--- src/rtl/tag_responder_iter.sv ---
// tag_responder_iter: snapshots the CAPP tag vector on load and walks every set
// tag lowest-index-first, one index per valid/ready handshake.
// Latency: first index visible 1 cycle after the load edge; one index per cycle
//   with rsp_ready held high.
// Backpressure: rsp_index/rsp_valid hold while rsp_ready is low.
// Ports:
//   CLK, RST        clock, async active-high reset
//   tags_in, load   tag vector and capture strobe (honoured only when idle)
//   abort           drop remaining responders, return to idle (no done pulse)
//   busy, any_resp  iterating / captured vector had at least one responder
//   rsp_valid, rsp_ready, rsp_index  responder index stream
//   rsp_count       responses accepted since the last load
//   done            one-cycle completion pulse (all delivered or empty load)
module tag_responder_iter #(
  parameter int num_cells = 100,
  parameter int idx_bits  = 7
) (
  input  logic                 CLK,
  input  logic                 RST,
  input  logic [num_cells-1:0] tags_in,
  input  logic                 load,
  input  logic                 abort,
  output logic                 busy,
  output logic                 any_resp,
  output logic                 rsp_valid,
  input  logic                 rsp_ready,
  output logic [idx_bits-1:0]  rsp_index,
  output logic [idx_bits:0]    rsp_count,
  output logic                 done
);

  typedef enum logic {IDLE = 1'b0, RUN = 1'b1} state_t;

  state_t                state, state_nxt;
  logic [num_cells-1:0]  pending, pending_nxt;
  logic [idx_bits-1:0]   rsp_index_nxt;
  logic                  rsp_valid_nxt;
  logic [idx_bits:0]     rsp_count_nxt;
  logic                  any_resp_nxt;
  logic                  done_nxt;
  logic                  hs;
  logic                  load_ok;

  // Lowest-set-bit priority encoder; scanning downward lets the lowest hit win.
  function automatic logic [idx_bits-1:0] lowest_set(input logic [num_cells-1:0] v);
    lowest_set = '0;
    for (int i = num_cells - 1; i >= 0; i--) begin
      if (v[i]) lowest_set = idx_bits'(i);
    end
  endfunction

  assign hs      = (state == RUN) && rsp_valid && rsp_ready;
  assign load_ok = (state == IDLE) && load;

  // State register plus the registered datapath/outputs.
  always_ff @(posedge CLK or posedge RST) begin
    if (RST) begin
      state     <= IDLE;
      pending   <= '0;
      rsp_valid <= 1'b0;
      rsp_index <= '0;
      rsp_count <= '0;
      any_resp  <= 1'b0;
      done      <= 1'b0;
    end else begin
      state     <= state_nxt;
      pending   <= pending_nxt;
      rsp_valid <= rsp_valid_nxt;
      rsp_index <= rsp_index_nxt;
      rsp_count <= rsp_count_nxt;
      any_resp  <= any_resp_nxt;
      done      <= done_nxt;
    end
  end

  // Next-state and next-datapath logic. abort outranks load and handshake.
  always_comb begin
    state_nxt     = state;
    pending_nxt   = pending;
    rsp_count_nxt = rsp_count;
    any_resp_nxt  = any_resp;
    done_nxt      = 1'b0;
    if (abort) begin
      state_nxt   = IDLE;
      pending_nxt = '0;
    end else if (load_ok) begin
      pending_nxt   = tags_in;
      rsp_count_nxt = '0;
      any_resp_nxt  = |tags_in;
      if (|tags_in) state_nxt = RUN;
      else          done_nxt  = 1'b1;
    end else if (hs) begin
      pending_nxt   = pending & ~({{(num_cells-1){1'b0}}, 1'b1} << rsp_index);
      rsp_count_nxt = rsp_count + 1'b1;
      if (pending_nxt == '0) begin
        state_nxt = IDLE;
        done_nxt  = 1'b1;
      end
    end
    // Valid/index follow the next pending value, so they only move on a
    // load, handshake or abort and stay stable under backpressure.
    rsp_valid_nxt = |pending_nxt;
    rsp_index_nxt = lowest_set(pending_nxt);
  end

  // Output decode.
  always_comb begin
    busy = (state == RUN);
  end

endmodule

--- config.mk ---
export PLATFORM = sky130hd
export DESIGN_NAME = tag_responder_iter
export DESIGN_NICKNAME = d
export VERILOG_FILES = /design/src/rtl/tag_responder_iter.sv
export SDC_FILE = /design/constraint.sdc
export NUM_CORES = 1
export LEC_CHECK = 0
export ABC_AREA = 0
export CAP_MARGIN = 20
export CELL_PAD_IN_SITES_DETAIL_PLACEMENT = 0
export CELL_PAD_IN_SITES_GLOBAL_PLACEMENT = 1
export CORE_MARGIN = 4
export CORE_UTILIZATION = 35
export CTS_CLUSTER_DIAMETER = 40
export DETAILED_ROUTE_END_ITERATION = 8
export PLACE_DENSITY = 0.74
export RECOVER_POWER = 100
export SYNTH_ARGS = -nofsm -noshare
export SYNTH_HDL_FRONTEND = slang
export SYNTH_SLANG_ARGS = --single-unit
--- constraint.sdc ---
create_clock -name CLK -period 3.9 [get_ports CLK]
set_input_delay 0.78 -clock CLK [delete_from_list [all_inputs] [get_ports CLK]]
set_output_delay 0.78 -clock CLK [all_outputs]
set_load 0.01 [all_outputs]
After elaboration in Yosys (flattened, before gate mapping) --
Cells that the tools add are included.
Cells by class: add/sub/neg operators 1, equal/unequal tests 1, shifts and indexed selects 1, mux-type cells 115, bitwise operators 4, reductions and logical operators 12
Operators with widths (number):
- two-way mux 7 bit | 100
- two-way mux 100 bit | 3
- OR reduction 100 bit | 2
- AND 100 bit | 1
- logical NOT 100 bit | 1
- inverter 100 bit | 1
- left shift 1 x 7 -> 100 bit (first input constant) | 1
- two-way mux 8 bit | 2
- two-way mux 1 bit | 10
- adder 8 x 1 -> 8 bit (second input constant) | 1
- nonzero test 3 bit | 2
- AND reduction 2 bit | 2
- logical AND 1 bit | 3
- != test 3 x 2 -> 1 bit (second input constant) | 1
- AND reduction 3 bit | 1
- inverter 1 bit | 2
- nonzero test 2 bit | 1
Storage, ports and cells: flip-flop bits (word level) 119, bits of input ports 105, output and inout port bits 19, word-level logic and storage cells 141

Logic depth before layout (Yosys ltp) --
Gate-level depths: netlist of run 1.
word-level depth 106, depth in mapped cells 12, mapped depth without buffers 9

Worst setup path before layout of run 1 --
OpenSTA, ideal clock, no wires.
path type input to register, from input port rsp_ready, to register rsp_valid, setup time 0.121 ns, arrival 2.800 ns, data required time 3.779 ns, slack 0.979 ns, stages 10, buffers on the path 2, cells stage by stage and3_1 > buf_4 > buf_2 > nand4_1 > a32o_1 > nor4_1 > nand2_1 > nor4_2 > nand4_1 > nand2b_1
Between the ends: longest elaborated chain between the ends 5
RTL lines:
- start, declared | line 26 | input logic rsp_ready,
- logical AND 1 bit | line 52 | assign hs = (state == RUN) && rsp_valid && rsp_ready;
- two-way mux 100 bit | line 92 | end else if (hs) begin
- two-way mux 100 bit | line 86 | end else if (load_ok) begin
- two-way mux 100 bit | line 83 | if (abort) begin
- net pending_nxt[47] | line 35 | logic [num_cells-1:0] pending, pending_nxt;
- OR reduction 100 bit | line 102 | rsp_valid_nxt = |pending_nxt;
- net rsp_valid_nxt | line 37 | logic rsp_valid_nxt;
- end signal, assigned | line 68 | rsp_valid <= rsp_valid_nxt;
- end, declared | line 25 | output logic rsp_valid,
The timed path passes the listed nets, and every way through them passes these cells. A chain may end at the register's enable or synchronous reset.

Worst setup path in the final report of run 1 --
from register rsp_index[4], to register rsp_index[2]
Between the ends: elaborated cells between the ends (all ways) 105, those cells by class shift (1); mux (102); bitwise (2)
RTL lines:
- start, declared | line 27 | output logic [idx_bits-1:0] rsp_index,
- start signal, assigned | line 69 | rsp_index <= rsp_index_nxt;
- left shift 1 x 7 -> 100 bit | line 93 | pending_nxt = pending & ~({{(num_cells-1){1'b0}}, 1'b1} << rsp_index);
- inverter 100 bit | line 93
- AND 100 bit | line 93
- two-way mux 100 bit | line 92
- two-way mux 100 bit | line 86
- two-way mux 100 bit | line 83
- net pending_nxt[38] | line 35
- two-way mux 7 bit (39 in series) | line 48 | if (v[i]) lowest_set = idx_bits'(i);
- net rsp_index_nxt[2] | line 36 | logic [idx_bits-1:0] rsp_index_nxt;
The timed path passes the listed nets, and every way through them passes these cells.

==> metrics.md, run 1 <==
| Metric | Value |
|---|---|
| Input/output buffers | 123 |
| Pre-CTS WS | -0.119 ns |
| Quantity of hold-fixing buffers added after cts | 0 |
| CTS tree | built |
| CTS Buffer Depth | 2 |
| DRT iter0 DRCs | 1325 |
| Most common cell after layout, fill and taps aside | dfrtp_1 |
| Failing checks | max-capacitance violations, max-slew violations |
| WP data required | 4.21 ns |
| Netlist cell types | 83 |
| Worst-Skew Late Latency | 0.44 ns |
| Sw frac | 38.3% |
| Clock power share | 34.8% |
| Post_cts resized | 0 |
| Cell Chain, Critical Path | buf_4 -> nor3b_4 -> buf_4 -> nand4_1 -> a32o_1 -> nor4_2 -> nand2_1 -> a211o_1 -> nor3_1 -> o2bb2ai_1 |
| Starting Density | 35.7% |
| Lkg Pwr | 4.57 nW |
| Layout cell share with drive strength beyond 1 | 14.4% |
| Crit-path max FO | 15 |
| ANT cells | 0 |
| Internal power | 3.00 mW |
| Final WS setup | 0.0232 ns |
| Syn Nets | 1055 |
| Worst path max stage delay | 0.61 ns |
| H-tree levels | 4 |
| Highest clock rate | 258 MHz |
| Actual slew at the worst max-slew pin | 1.76 ns |
| Dpl hpwl | 35.6 mm |
| Worst hold path class | register to register |
| RSZ-0062 raised after global routing | false |
| Most used flip-flop cell after synthesis | dfrtp_1 |
| Sequential fraction of the synthesis area | 35.6% |
| Vias | 9860 |
| WL per Instance | 29.9 um |
| Combinational power share | 34.9% |
| Most frequent cells in the layout | dfrtp_1 (119), clkdlybuf4s50_1 (105), buf_4 (95) |
| Critical path class | register to register |
| Power Dens Cells | 430 nW/um^2 |
| Overflow after GRT | 0 |
| CP max-delay cell | dfrtp_1 |
| Post-CTS setup buffers | 0 |
| Synth Cell Area | 8370 sq um |
| DRC Markers | 0 |
| Layout Nets | 1268 |
| Status | finished with violations |
| Die Area | 26500 sq um |
| TNS Setup | 0 ns |
| Post-route cell area | 11300 sq um |
| FP Rows | 56 |
| Finish-stage setup viols | 0 |
| All-Layer GR Usage | 33.1% |
| Largest net degree at the start of global routing | 120 |
| Clk_skew | 0.0102 ns |
| Hold Vio Cnt, Final | 0 |
| Core footprint | 23500 sq um |
| First-pass GRT wire length | 64.3 mm |
| Register share of total power | 30.4% |
| Max-cap violations | 1 |
| Chip width | 163 um |
| Post-synth EDFFs | 0 |
| Switch Pwr | 1.86 mW |
| Maximum VDD drop | 0.241 mV |
| Reg clk slew, reported paths | 0.06 ns |
| CP most frequent cell | buf_4 |
| Yosys warns | 0 |
| CP arrival | 4.18 ns |
| I/O Pins | 124 |
| CP Launch Type | register |
| Vias in the first global route | 9535 |
| Fin util | 48.1% |
| Final Critical Period | 3.88 ns |
| CTS Buf Count | 17 |
| Antenna violations before repair | 0 |
| Clock root cell | clkbuf_16 |
| Slew Limit Fails | 120 |
| Crit share post-route | 99.4% |
| Placed inst area | 10900 sq um |
| Pre-antenna DRT Iters | 7 |
| Final ANT Viol Nets | 0 |
| Post-Route WL | 44.6 mm |
| Avg Cell Area, Syn | 8.82 sq um |
| Gpl congestion | 1.02 |
| Worst setup EP type | register |
| Total Power | 4.86 mW |
| Vias per cell | 6.60 |
| Ys async rst share | 100% |
| Yosys reg bits | 119 |
| Area Overhead vs Synth | 35.0% |
| Syn Inst Count | 949 |
| Rel. slew slack | -17.3% |
| Die span in y | 163 um |
| Clock sink count | 119 |
[kinds of logic after synthesis]
| logic type | count (synthesis) | synth area share, % |
|---|---|---|
| AND/OR/NAND/NOR | 406 | 30.0 |
| XOR/XNOR | 6 | 0.628 |
| AO/OA/AOI/OAI | 285 | 25.8 |
| multiplexers | 2 | 0.254 |
| flip-flops | 119 | 35.6 |
| adder cells (fa/ha/maj) | 1 | 0.149 |
| buffers and inverters | 130 | 7.53 |
[final cells by class]
cell class / count / area [sq um]
Multi-Input combinational cell: 700 / 4770
Sequential cell: 119 / 2980
Inverter: 53 / 203
Clock inverter: 14 / 174
Timing Repair Buffer: 271 / 2340
Fill cell: 2307 / 12200
Tap cell: 319 / 399
Clock buffer: 18 / 439
[path summary, 6_finish.rpt]
kind | from | end | slack, ns | cells after the start
min in group asynchronous | RST | pending[96] | 1.47 | 3
max in group asynchronous | RST | pending[45] | 1.32 | 3
hold reg to reg | any_resp | any_resp | 0.49 | 1
setup reg to reg | rsp_index[4] | rsp_index[2] | 0.02 | 10
setup / recovery | rsp_index[4] | rsp_index[2] | 0.02 | 10
hold / removal | any_resp | any_resp | 0.49 | 1
[power groups by stage]
stage / registers (mW) / clock network (mW) / logic, mW
final: 1.48 / 1.69 / 1.69
after global routing: 1.48 / 1.74 / 1.77
after CTS: 1.47 / 1.69 / 1.68
after detailed placement: 1.49 / 0 / 1.68
after global placement: 1.49 / 0 / 1.69
after floorplan: 1.40 / 0 / 0.885
[critical path, delay by kind of cell, from the launching register on]
kind                   cells  cell delay (ns)
AOI/OAI and AO/OA          3             0.86
DFF                        1             0.61
buffers and inverters      2             0.55
and+or+nand+nor            5             1.72
[through the flow]
stage	hold WS, ns	std cells
CTS	0.497	1494
global route	0.511	1494
detailed placement	0.483	1462
floorplan	0.503	949
finish	0.485	1494
global placement	0.476	1462
[synth_stat cells (all sizes together) (3+ instances only)]
cell	number	area share, %
a2111o	3	0.40
a2111oi	5	0.75
a211oi	12	1.1
a21boi	5	0.45
a21oi	17	1.0
a32o	54	6.5
a32oi	47	4.9
and2	6	0.45
and3	4	0.30
and3b	3	0.31
and4	4	0.42
and4b	8	0.96
and4bb	8	1.2
buf	60	4.4
clkbuf	17	0.76
dfrtp	119	36
inv	53	2.4
nand2	33	1.5
nand2b	8	0.60
nand3	80	4.8
nand3b	4	0.36
nand4	75	5.6
nand4b	4	0.42
nand4bb	4	0.54
nor2	55	2.5
nor2b	12	0.90
nor3	16	1.1
nor3b	5	0.64
nor4	46	3.9
nor4b	7	1.2
o2111ai	5	0.52
o211ai	8	0.72
o21a	5	0.45
o21ai	79	4.7
o22ai	8	0.60
o311ai	7	0.73
o31a	3	0.31
o31ai	10	0.90
or3	3	0.22
or3b	3	0.31
or4	8	0.81
or4b	4	0.48
xor2	4	0.42
[metal layers]
layer | GRT usage [%] | up-vias | share of wire [%]
li1 | - | 4259 | -
met2 | 49.0 | 685 | 43
met4 | 13.8 | 0 | 4.7
met1 | 44.5 | 4803 | 40
met3 | 11.1 | 113 | 12
met5 | 0 | - | 0
[flip-flops by register name (all words and copies together) (netlist names)]
signal	flops
rsp_count	8
any_resp	1
rsp_valid	1
busy	1
rsp_index	7
done	1
pending	100
No activity file was read; power rests on OpenSTA's default activity.
==> inputs of run 2 (changes only) <==
--- a/config.mk
+++ b/config.mk
@@ -10,10 +10,10 @@
 export CELL_PAD_IN_SITES_DETAIL_PLACEMENT = 0
 export CELL_PAD_IN_SITES_GLOBAL_PLACEMENT = 1
 export CORE_MARGIN = 4
-export CORE_UTILIZATION = 35
+export CORE_UTILIZATION = 38
 export CTS_CLUSTER_DIAMETER = 40
 export DETAILED_ROUTE_END_ITERATION = 8
-export PLACE_DENSITY = 0.74
+export PLACE_DENSITY = 0.8
 export RECOVER_POWER = 100
 export SYNTH_ARGS = -nofsm -noshare
 export SYNTH_HDL_FRONTEND = slang
==> metrics.md, run 2 (synthesis results as in run 1) <==
| Metric | Value |
|---|---|
| CTS tree | built |
| Pre-antenna DRT Iters | 6 |
| WL per Instance | 29.3 um |
| I/O Pins | 124 |
| Core footprint | 21800 sq um |
| Crit-path max FO | 57 |
| Slew Limit Fails | 120 |
| Power Dens Cells | 421 nW/um^2 |
| Crit share post-route | 97.9% |
| CTS Buffer Depth | 2 |
| Clock sink count | 119 |
| Area Overhead vs Synth | 32.1% |
| Fill cells | 2102 |
| Reg clk slew, reported paths | 0.06 ns |
| Maximum VDD drop | 0.205 mV |
| Post_cts resized | 0 |
| Die Area | 24500 sq um |
| CP Launch Type | input port |
| H-tree levels | 4 |
| Die span in y | 156 um |
| Overflow after GRT | 0 |
| Vias | 9941 |
| Non-Filler Instances | 1437 |
| Vias in the first global route | 9426 |
| Biggest regs | pending (100), rsp_count (8), rsp_index (7) |
| Largest net degree at the start of global routing | 120 |
| Hold Vio Cnt, Final | 0 |
| Fin util | 50.8% |
| Vias per cell | 6.92 |
| WP data required | 4.18 ns |
| Worst hold path class | register to register |
| Dpl hpwl | 33.0 mm |
| Post-CTS setup buffers | 0 |
| RSZ-0062 raised after global routing | false |
| Critical path class | input port to register |
| Worst-Skew Late Latency | 0.43 ns |
| Antenna violations before repair | 4 |
| Clock root cell | clkbuf_16 |
| Quantity of hold-fixing buffers added after cts | 0 |
| Starting Density | 38.5% |
| Lkg Pwr | 4.47 nW |
| Post-Route WL | 42.0 mm |
| First-pass GRT wire length | 61.5 mm |
| DRC Markers | 0 |
| Largest Register | pending |
| Actual slew at the worst max-slew pin | 1.79 ns |
| CTS Buf Count | 17 |
| Final ANT Viol Nets | 0 |
| Clk_skew | 0.00679 ns |
| CP arrival | 4.10 ns |
| Finish-stage setup viols | 0 |
| FP Rows | 54 |
| Most common cell after layout, fill and taps aside | dfrtp_1 |
| All-Layer GR Usage | 33.7% |
| Input/output buffers | 123 |
| Final Critical Period | 3.82 ns |
| Min Hold Slack | 0.486 ns |
| Chip width | 156 um |
| Layout Nets | 1249 |
| Status | finished with violations |
| Rel. slew slack | -19.6% |
| Max FFs per register | 100 |
| Failing checks | max-capacitance violations, max-slew violations |
| Gpl congestion | 1.03 |
| Max-cap violations | 1 |
| Layout cell share with drive strength beyond 1 | 13.6% |
| Highest clock rate | 262 MHz |
| Cells after DPL | 1404 |
| Worst setup EP type | register |
| Most frequent cells in the layout | dfrtp_1 (119), clkdlybuf4s50_1 (107), buf_4 (82) |
| DRT iter0 DRCs | 1422 |
[run 2: changes by cell type in the layout (fill, tap and decap cells not counted), sizes merged, moves of 2 or more]
cell and delta:
clkinv -2, clkinvlp +2, dlygate4sd3 -2, clkdlybuf4s50 +2
clkbuf -3, buf -16
[run 2: where the power goes]
part / switching (mW) / leakage (nW) / internal, mW / total (mW)
Sequential: 0.167 / 1.59 / 1.31 / 1.48
Clock: 0.642 / 0.271 / 0.960 / 1.60
Combinational: 0.959 / 2.61 / 0.617 / 1.58
[run 2: layer usage]
metal	GRT usage, %	share of wire [%]
met1	45.2	39
met2	50.6	43
met5	0	0.081
met3	10.8	13
met4	13.4	4.6
[run 2: cell type report]
cell class	count	area (sq um)	area share (%)
Multi-Input combinational cell	700	4750	43.0
Sequential cell	119	2980	26.9
Timing Repair Buffer	252	2180	19.7
Clock buffer	18	439	3.97
Tap cell	280	350	3.17
Inverter	53	203	1.83
Clock inverter	14	150	1.36
Antenna cell	1	2.50	0.0226
[run 2: final timing paths]
kind | start | end | slack [ns] | cells after the start
max | load | rsp_index[1] | 0.08 | 11
min | any_resp | any_resp | 0.49 | 1
max reg2reg | rsp_index[1] | rsp_index[1] | 0.09 | 10
min reg2reg | any_resp | any_resp | 0.49 | 1
max in group asynchronous | RST | pending[82] | 1.26 | 3
min in group asynchronous | RST | pending[96] | 1.47 | 3
[run 2: through the flow]
stage | total power, mW | setup slack [ns] | setup TNS, ns | area (sq um)
final | 4.66 | 0.0820 | 0 | 11100
after global routing | 4.80 | 0.0136 | 0 | 11100
after CTS | 4.64 | 0.202 | 0 | 11200
after global placement | 3.05 | -0.348 | -0.385 | 10600
after floorplan | 2.28 | 0.979 | 0 | 8370
after detailed placement | 3.04 | -0.230 | -0.280 | 10600
[run 2: critical path: stages]
cell	delay, ns
clkdlybuf4s50_1	0.54
nor3b_1	0.37
buf_12	0.34
buf_12	0.20
a32oi_1	0.09
inv_1	0.12
buf_4	0.12
o311ai_0	0.21
a2111o_1	0.50
o31ai_1	0.66
a21oi_1	0.13
==> inputs of run 3 (changes only) <==
--- a/config.mk
+++ b/config.mk
@@ -10,10 +10,10 @@
 export CELL_PAD_IN_SITES_DETAIL_PLACEMENT = 0
 export CELL_PAD_IN_SITES_GLOBAL_PLACEMENT = 1
 export CORE_MARGIN = 4
-export CORE_UTILIZATION = 38
+export CORE_UTILIZATION = 42
 export CTS_CLUSTER_DIAMETER = 40
 export DETAILED_ROUTE_END_ITERATION = 8
-export PLACE_DENSITY = 0.8
+export PLACE_DENSITY = 0.83
 export RECOVER_POWER = 100
 export SYNTH_ARGS = -nofsm -noshare
 export SYNTH_HDL_FRONTEND = slang
==> constraint.sdc (replaced) <==
create_clock -name CLK -period 4.2 [get_ports CLK]
set_input_delay 0.84 -clock CLK [delete_from_list [all_inputs] [get_ports CLK]]
set_output_delay 0.84 -clock CLK [all_outputs]
set_load 0.01 [all_outputs]
==> metrics.md, run 3 (synthesis results as in run 1) <==
| Metric | Value |
|---|---|
| Area Overhead vs Synth | 30.4% |
| Placed inst area | 10400 sq um |
| Vias | 10000 |
| Final Critical Period | 4.07 ns |
| Dpl hpwl | 31.5 mm |
| Worst-Skew Late Latency | 0.43 ns |
| Hold Path Origin | any_resp |
| Pre-antenna DRT Iters | 7 |
| Met3 Track Usage GR | 12.1% |
| CTS tree | built |
| Worst setup EP type | register |
| Switch Pwr | 1.65 mW |
| Layout Nets | 1223 |
| Combinational power share | 32.1% |
| TNS Setup | 0 ns |
| RSZ-0062 raised after global routing | false |
| WP data required | 4.50 ns |
| Starting Density | 42.9% |
| Vias per cell | 7.18 |
| Min Hold Slack | 0.484 ns |
| Maximum VDD drop | 0.250 mV |
| Finish-stage setup viols | 0 |
| Actual slew at the worst max-slew pin | 2.30 ns |
| Critical path class | register to register |
| Final ANT Viol Nets | 0 |
| Reg-to-Reg End | rsp_index[2] |
| Flop2flop setup slack | 0.13 ns |
| Crit share post-route | 96.9% |
| CTS Buffer Depth | 2 |
| Die span in y | 149 um |
| Pre-CTS WS | 0.0696 ns |
| Biggest regs | pending (100), rsp_count (8), rsp_index (7) |
| Failing checks | max-capacitance violations, max-slew violations |
| Post-Route WL | 40.6 mm |
| Post-route cell area | 10900 sq um |
| Core footprint | 19500 sq um |
| CP Launch Type | register |
| Most common cell after layout, fill and taps aside | dfrtp_1 |
| Max-cap violations | 1 |
| Final WS setup | 0.130 ns |
| DRT iter0 DRCs | 1733 |
| Rel. slew slack | -54.0% |
| Sw frac | 36.9% |
| Die Area | 22200 sq um |
| Layout cell share with drive strength beyond 1 | 11.6% |
| Largest Register | pending |
| Internal power | 2.82 mW |
| All-Layer GR Usage | 36.0% |
| Max FFs per register | 100 |
| Highest clock rate | 246 MHz |
| Post-CTS setup buffers | 0 |
| Largest net degree at the start of global routing | 53 |
| Overflow after GRT | 0 |
| Total Power | 4.47 mW |
| Vias in the first global route | 9423 |
| FP Rows | 51 |
| Quantity of hold-fixing buffers added after cts | 0 |
| Chip width | 149 um |
| H-tree levels | 4 |
| Worst hold path class | register to register |
| Hold Vio Cnt, Final | 0 |
| Reg2Reg Depth | 9 |
| Post_cts resized | 0 |
| Hold path cells | 1 |
| Power Dens Cells | 410 nW/um^2 |
| Clk_skew | 0.0105 ns |
| Input/output buffers | 123 |
| Antenna violations before repair | 0 |
| ANT cells | 0 |
| DRC Markers | 0 |
| GR peak layer | met2 |
| M2 GR Usage | 50.6% |
| Crit-path max FO | 30 |
| Reg clk slew, reported paths | 0.06 ns |
| Register share of total power | 30.8% |
| Worst Hold End | any_resp |
| Gpl congestion | 1.08 |
| Met1 usage in global routing | 48.8% |
| Status | finished with violations |
| Clock power share | 37.1% |
| WL per Instance | 29.1 um |
| Clock root cell | clkbuf_16 |
| I/O Pins | 124 |
| CTS Buf Count | 17 |
| Clock sink count | 119 |
| CP arrival | 4.37 ns |
| Slew Limit Fails | 47 |
| Most frequent cells in the layout | dfrtp_1 (119), clkdlybuf4s50_1 (104), nand3_1 (80) |
| Fill cells | 1833 |
| Lkg Pwr | 4.36 nW |
| Worst R2R Start | rsp_index[0] |
| First-pass GRT wire length | 60.2 mm |
run 3: through the flow:
step                cells  utilization (%)
floorplan             949                -
global placement     1363             53.3
detailed placement   1363             53.3
CTS                  1395             56.6
global route         1395             55.9
finish               1395             55.9
run 3: power by group through the flow:
stage | combinational, mW | clock [mW] | sequential, mW
global placement | 1.41 | 0 | 1.38
floorplan | 0.821 | 0 | 1.30
detailed placement | 1.39 | 0 | 1.39
CTS | 1.40 | 1.67 | 1.37
finish | 1.43 | 1.66 | 1.38
global route | 1.48 | 1.71 | 1.38
run 3: cell type report:
cell class	instances	area, sq um	area share [%]
clock buffer	17	425	3.90
clock inverter	15	225	2.06
multi-input combinational	700	4770	43.7
timing repair buffer	226	1990	18.2
sequential	119	2980	27.3
tap	265	332	3.04
inverter	53	200	1.83
run 3: worst max-delay path, cell delays in order, from the launching register on:
cell and delay [ns]:
dfrtp_1 0.96, and2_1 0.65, clkbuf_1 0.23, nand4_1 0.12, a32o_1 0.36, nor4_2 0.51
nand2_1 0.21, a211o_1 0.33, nor3_1 0.43, o2bb2ai_1 0.13
run 3: how the worst max path moves through the flow:
stage,depth (start not counted),to,start,slack [ns]
3_3_place_gp,11,rsp_index[2],rsp_ready,0.17
6_report,9,rsp_index[2],rsp_index[0],0.13
4_1_cts,9,rsp_index[2],rsp_index[0],0.31
2_1_floorplan,1,any_resp,RST,0.20
5_1_grt,11,rsp_index[0],abort,0.06
3_5_place_dp,11,rsp_index[2],rsp_ready,0.07
run 3: routing by layer:
metal  routed length [um]  vias to the layer above  part of all wire (%)
li1                     -                     4176                     -
met1                15400                     4748                    38
met2                16400                      896                    40
met3                 5850                      191                    14
met4                 2950                        0                   7.3
met5                    0                        -                     0
